**src/rtl/tick_sched.sv**
```systemverilog
// Shared-timebase timeout scheduler: one free-running prescaler tick drives
// NCH one-shot countdowns, armed through a round-robin request/grant handshake.
module tick_sched #(
    parameter int unsigned NCH = 4,
    parameter logic [15:0] DIV = 16'h3333,
    parameter int unsigned CW  = 8
) (
    input  logic              clk,
    input  logic              rst_l,
    input  logic [NCH-1:0]    arm_req,
    input  logic [NCH*CW-1:0] arm_cnt,
    input  logic [NCH-1:0]    cancel,
    output logic [NCH-1:0]    arm_gnt,
    output logic [NCH-1:0]    busy,
    output logic [NCH-1:0]    expire,
    output logic              tick
);

    localparam int unsigned PW = (NCH > 1) ? $clog2(NCH) : 1;

    logic [15:0]    q_q, q_d;
    logic           tick_q, tick_d;
    logic           wrap;
    logic [PW-1:0]  ptr_q, ptr_d;
    logic [NCH-1:0] gnt_q, gnt_d;
    logic [NCH-1:0] busy_q, busy_d;
    logic [NCH-1:0] exp_q, exp_d;
    logic [NCH-1:0] elig;
    logic [CW-1:0]  rem_q [NCH];
    logic [CW-1:0]  rem_d [NCH];

    always_comb begin
        wrap   = (q_q == DIV);
        q_d    = wrap ? 16'd0 : q_q + 16'd1;
        tick_d = wrap;
    end

    // A channel still showing its grant pulse is excluded so it is never granted twice.
    always_comb begin : arb
        int unsigned   s;
        logic [PW-1:0] idx;
        logic          found;
        elig  = arm_req & ~busy_q & ~gnt_q;
        gnt_d = '0;
        ptr_d = ptr_q;
        found = 1'b0;
        s     = 0;
        idx   = '0;
        for (int off = 0; off < int'(NCH); off++) begin
            s   = (int'(ptr_q) + off) % NCH;
            idx = PW'(s);
            if (!found && elig[idx]) begin
                gnt_d[idx] = 1'b1;
                ptr_d      = PW'((s + 1) % NCH);
                found      = 1'b1;
            end
        end
    end

    // Cancel outranks the final wrap; a freshly granted channel skips this edge's wrap.
    always_comb begin : chan
        logic [CW-1:0] cnt;
        busy_d = busy_q;
        exp_d  = '0;
        cnt    = '0;
        for (int i = 0; i < int'(NCH); i++) begin
            rem_d[i] = rem_q[i];
            cnt      = arm_cnt[i*CW +: CW];
            if (gnt_d[i]) begin
                busy_d[i] = 1'b1;
                rem_d[i]  = (cnt == '0) ? CW'(1) : cnt;
            end else if (busy_q[i]) begin
                if (cancel[i]) begin
                    busy_d[i] = 1'b0;
                    rem_d[i]  = '0;
                end else if (wrap) begin
                    if (rem_q[i] == CW'(1)) begin
                        busy_d[i] = 1'b0;
                        exp_d[i]  = 1'b1;
                        rem_d[i]  = '0;
                    end else begin
                        rem_d[i] = rem_q[i] - CW'(1);
                    end
                end
            end
        end
    end

    always_ff @(posedge clk or negedge rst_l) begin
        if (!rst_l) begin
            q_q    <= '0;
            tick_q <= 1'b0;
            ptr_q  <= '0;
            gnt_q  <= '0;
            busy_q <= '0;
            exp_q  <= '0;
            for (int i = 0; i < int'(NCH); i++) rem_q[i] <= '0;
        end else begin
            q_q    <= q_d;
            tick_q <= tick_d;
            ptr_q  <= ptr_d;
            gnt_q  <= gnt_d;
            busy_q <= busy_d;
            exp_q  <= exp_d;
            for (int i = 0; i < int'(NCH); i++) rem_q[i] <= rem_d[i];
        end
    end

    assign arm_gnt = gnt_q;
    assign busy    = busy_q;
    assign expire  = exp_q;
    assign tick    = tick_q;

endmodule

```
**config.mk**
```make
export PLATFORM = sky130hd
export DESIGN_NAME = tick_sched
export DESIGN_NICKNAME = d
export VERILOG_FILES = /design/src/rtl/tick_sched.sv
export SDC_FILE = /design/constraint.sdc
export NUM_CORES = 1
export LEC_CHECK = 0
export CORE_UTILIZATION = 40
export DETAILED_ROUTE_END_ITERATION = 10
export HOLD_SLACK_MARGIN = 0.15
export PLACE_DENSITY_LB_ADDON = 0.15
export REMOVE_ABC_BUFFERS = 1
export SYNTH_ARGS = -nofsm -noshare
export SYNTH_HDL_FRONTEND = slang
export SYNTH_SLANG_ARGS = --single-unit
```
**constraint.sdc**
```tcl
create_clock -name clk -period 8.05 [get_ports clk]
set_input_delay 2.0125 -clock clk [delete_from_list [all_inputs] [get_ports clk]]
set_output_delay 2.0125 -clock clk [all_outputs]
set_load 0.02 [all_outputs]
```
==> impl_metrics.json <==
{
  "synth_area_leaders": "dfrtp_1 36%, mux2_4 6.4%, ha_1 4.8%",
  "cpMaxStageDelayCell": "a21oi_2",
  "drt_iter0_markers": 215,
  "finalSetupViolations": 0,
  "cts_tree": "yes",
  "fin_crit_sh": 0.5753,
  "start_kind": "input pin",
  "fmax_ghz": 0.2159,
  "p_comb_frac": 0.531,
  "relSlewSlack": 0.4580,
  "synth_cells": 466,
  "slew_violations": 0,
  "crit_arrival_ps": 4860,
  "cts_max_level": 3,
  "syn_avg_cell_area_um2": 9.510,
  "fin_crit_ps": 4631,
  "synth_edf_count": 0,
  "grtUsageTotal": 0.2037,
  "intPower_mw": 1.178,
  "synth_seq_area_share": 0.3557,
  "num_antenna_cells": 0,
  "root_buffer": "clkbuf_8",
  "path_cells": "clkdlybuf4s50_1 -> or3b_2 -> mux4_2 -> o211ai_1 -> a41oi_1 -> a21oi_2 -> mux2_2",
  "pwr-share-clk": 0.168,
  "power_density_nw_per_um2": 377.0,
  "worstPathRequired_ps": 8280,
  "yosys.area.top_type": "dfrtp_1",
  "fp-row-count": 38,
  "cts_sinks": 63,
  "outcome": "finished clean",
  "gp_congestion": 0.8634,
  "clockBufferDepth": 2,
  "swShare": 0.4077,
  "finalNonFillerCells": 657,
  "grt_pass1_vias": 3823,
  "cp_max_fo": 11,
  "syn2layout_area_growth_pct": 19.00,
  "vias": 3839,
  "synth_cell_types": 67,
  "wl_mm": 10.54,
  "synth-simple-area-share": 0.2301,
  "skew_ps": 17.47,
  "synth-compound-area-share": 0.1573,
  "antenna_found_initial": 0,
  "final_common_cell": "dfrtp_1",
  "worst_pin_slew_ps": 812.9,
  "end_kind": "flip-flop",
  "cp_top_family": "multiplexers",
  "reg2reg_slack_ps": 4420,
  "cap_violations": 0,
  "synth_mux_area_frac": 0.1268,
  "rsz0062_at_grt": "no",
  "p_leak_nw": 2.284,
  "die_area_um2": 11500,
  "hold_path_class": "reg2reg",
  "final_cell_mix": "63 x dfrtp_1, 53 x clkdlybuf4s50_1, 41 x nor2_1",
  "gr-total-overflow": 0,
  "ctsHoldBuffers": 0,
  "start_util": 0.4088,
  "drc": 0,
  "core_um2": 10840,
  "ant_nets": 0,
  "async_flop_share": 1.000,
  "num-fill-cells": 1031,
  "path_buf_inv": 1,
  "synth_top_family_by_area": "simple AND/OR/NAND/NOR gates",
  "ys_ff_latch": 63,
  "finalHoldViolCount": 0,
  "vias_per_cell": 5.843,
  "drive_above_1_share": 0.1199,
  "synth_top_cell_area_share": 0.3557,
  "dpl_cell_area_um2": 5041,
  "ios": 55,
  "synthXorXnorAreaFrac": 0.02767,
  "dp.cells": 643,
  "cts_resized": 0,
  "syn-cell-area_um2": 4432,
  "fin_area_um2": 5274,
  "post_cts_buffers": 0,
  "dieWidth_um": 107.3,
  "power.switching_mw": 0.8105,
  "yosysWarnings": 0,
  "finalSetupTns_ps": 0,
  "clkTransAtPathRegs_ps": 80,
  "port_buffers": 54,
  "pwr-share-seq": 0.301,
  "clk_latency_ps": 350,
  "worst-setup-path-type": "in2reg",
  "drt-pass1-iter-count": 4,
  "slowest_delay_ps": 590,
  "grt_pass1_wl_mm": 18.48,
  "chipHeight_um": 107.3,
  "final_nets": 573,
  "cts_made_buffers": 9,
  "synth_fa_ha_area_frac": 0.04800,
  "wl_per_cell_um": 16.04,
  "ir_worst_vdd_uv": 158.8,
  "grt_max_degree": 64,
  "synth_ff_type": "dfrtp_1",
  "hpwl_mm": 7.481
}
-- cell families (layout without fill, tap and decap cells) --
| family | after synthesis | after routing |
|---|---|---|
| XOR/XNOR | 14 | 14 |
| AO/OA/AOI/OAI | 98 | 98 |
| flip-flops | 63 | 63 |
| multiplexers | 41 | 41 |
| buffers and inverters | 52 | 103 |
| adder cells (fa/ha/maj) | 17 | 17 |
| AND/OR/NAND/NOR | 181 | 181 |
-- sequential cells by signal (all words and copies together) (netlist names) --
name and count:
arm_gnt 4, expire 4, ptr_q 2, tick 1, q_q 16, rem_q 32
busy 4
-- path summary, 6_finish.rpt --
| path | startpoint | end | depth (start not counted) |
|---|---|---|---|
| setup reg to reg | ptr_q[0] | rem_q[2] | 8 |
| hold / removal | q_q[15] | q_q[15] | 1 |
| setup / recovery | arm_req[1] | rem_q[9] | 7 |
| hold reg to reg | q_q[15] | q_q[15] | 1 |
| min in group asynchronous | rst_l | arm_gnt[1] | 2 |
| max in group asynchronous | rst_l | rem_q[2] | 2 |
-- through the flow --
| step | total power [mW] | hold slack [ps] | utilization | setup WS (ps) |
|---|---|---|---|---|
| after global placement | 1.639 | 474.0 | 0.4650 | 3118 |
| after floorplan | 1.390 | 446.6 | - | 3848 |
| final | 1.988 | 490.8 | 0.4865 | 3419 |
| after CTS | 1.995 | 494.8 | 0.4865 | 3430 |
| after detailed placement | 1.655 | 465.2 | 0.4650 | 3071 |
| after global routing | 2.154 | 507.3 | 0.4865 | 3296 |
-- cell type report --
class	instances	area (µm²)	share of cell area
well taps	140	175.2	0.03321
clock buffers	10	137.6	0.02610
repair buffers	56	550.5	0.1044
multi-input cells	351	2614	0.4956
flip-flops and latches	63	1577	0.2989
clock inverters	4	95.09	0.01803
inverters	33	125.1	0.02372
-- cell usage after synthesis, drive strengths merged, types with 5 or more instances --
library cell	number
xor2	5
clkbuf	8
ha	17
nor4	12
dfrtp	63
and4	5
a31oi	10
a32o	6
nand3	20
nand4	11
xnor2	9
o21ai	18
o211ai	7
and3	7
mux2i	13
a41oi	5
a21oi	20
nor2	41
nor3	17
nor3b	6
inv	32
nand2	30
buf	11
mux2	24
-- per-layer routing --
metal | global-route usage | routed length [µm]
met1 | 0.2718 | 4826
met2 | 0.3258 | 4845
met3 | 0.04116 | 643
met4 | 0.07534 | 225
met5 | 0 | 0
-- power by group through the flow --
stage	sequential, mW	clock, mW	combinational [mW]
finish	0.599	0.335	1.05
global placement	0.599	0	1.04
global route	0.621	0.358	1.17
floorplan	0.571	0	0.818
detailed placement	0.599	0	1.06
CTS	0.595	0.343	1.06
Power figures use the tool's default switching activity.
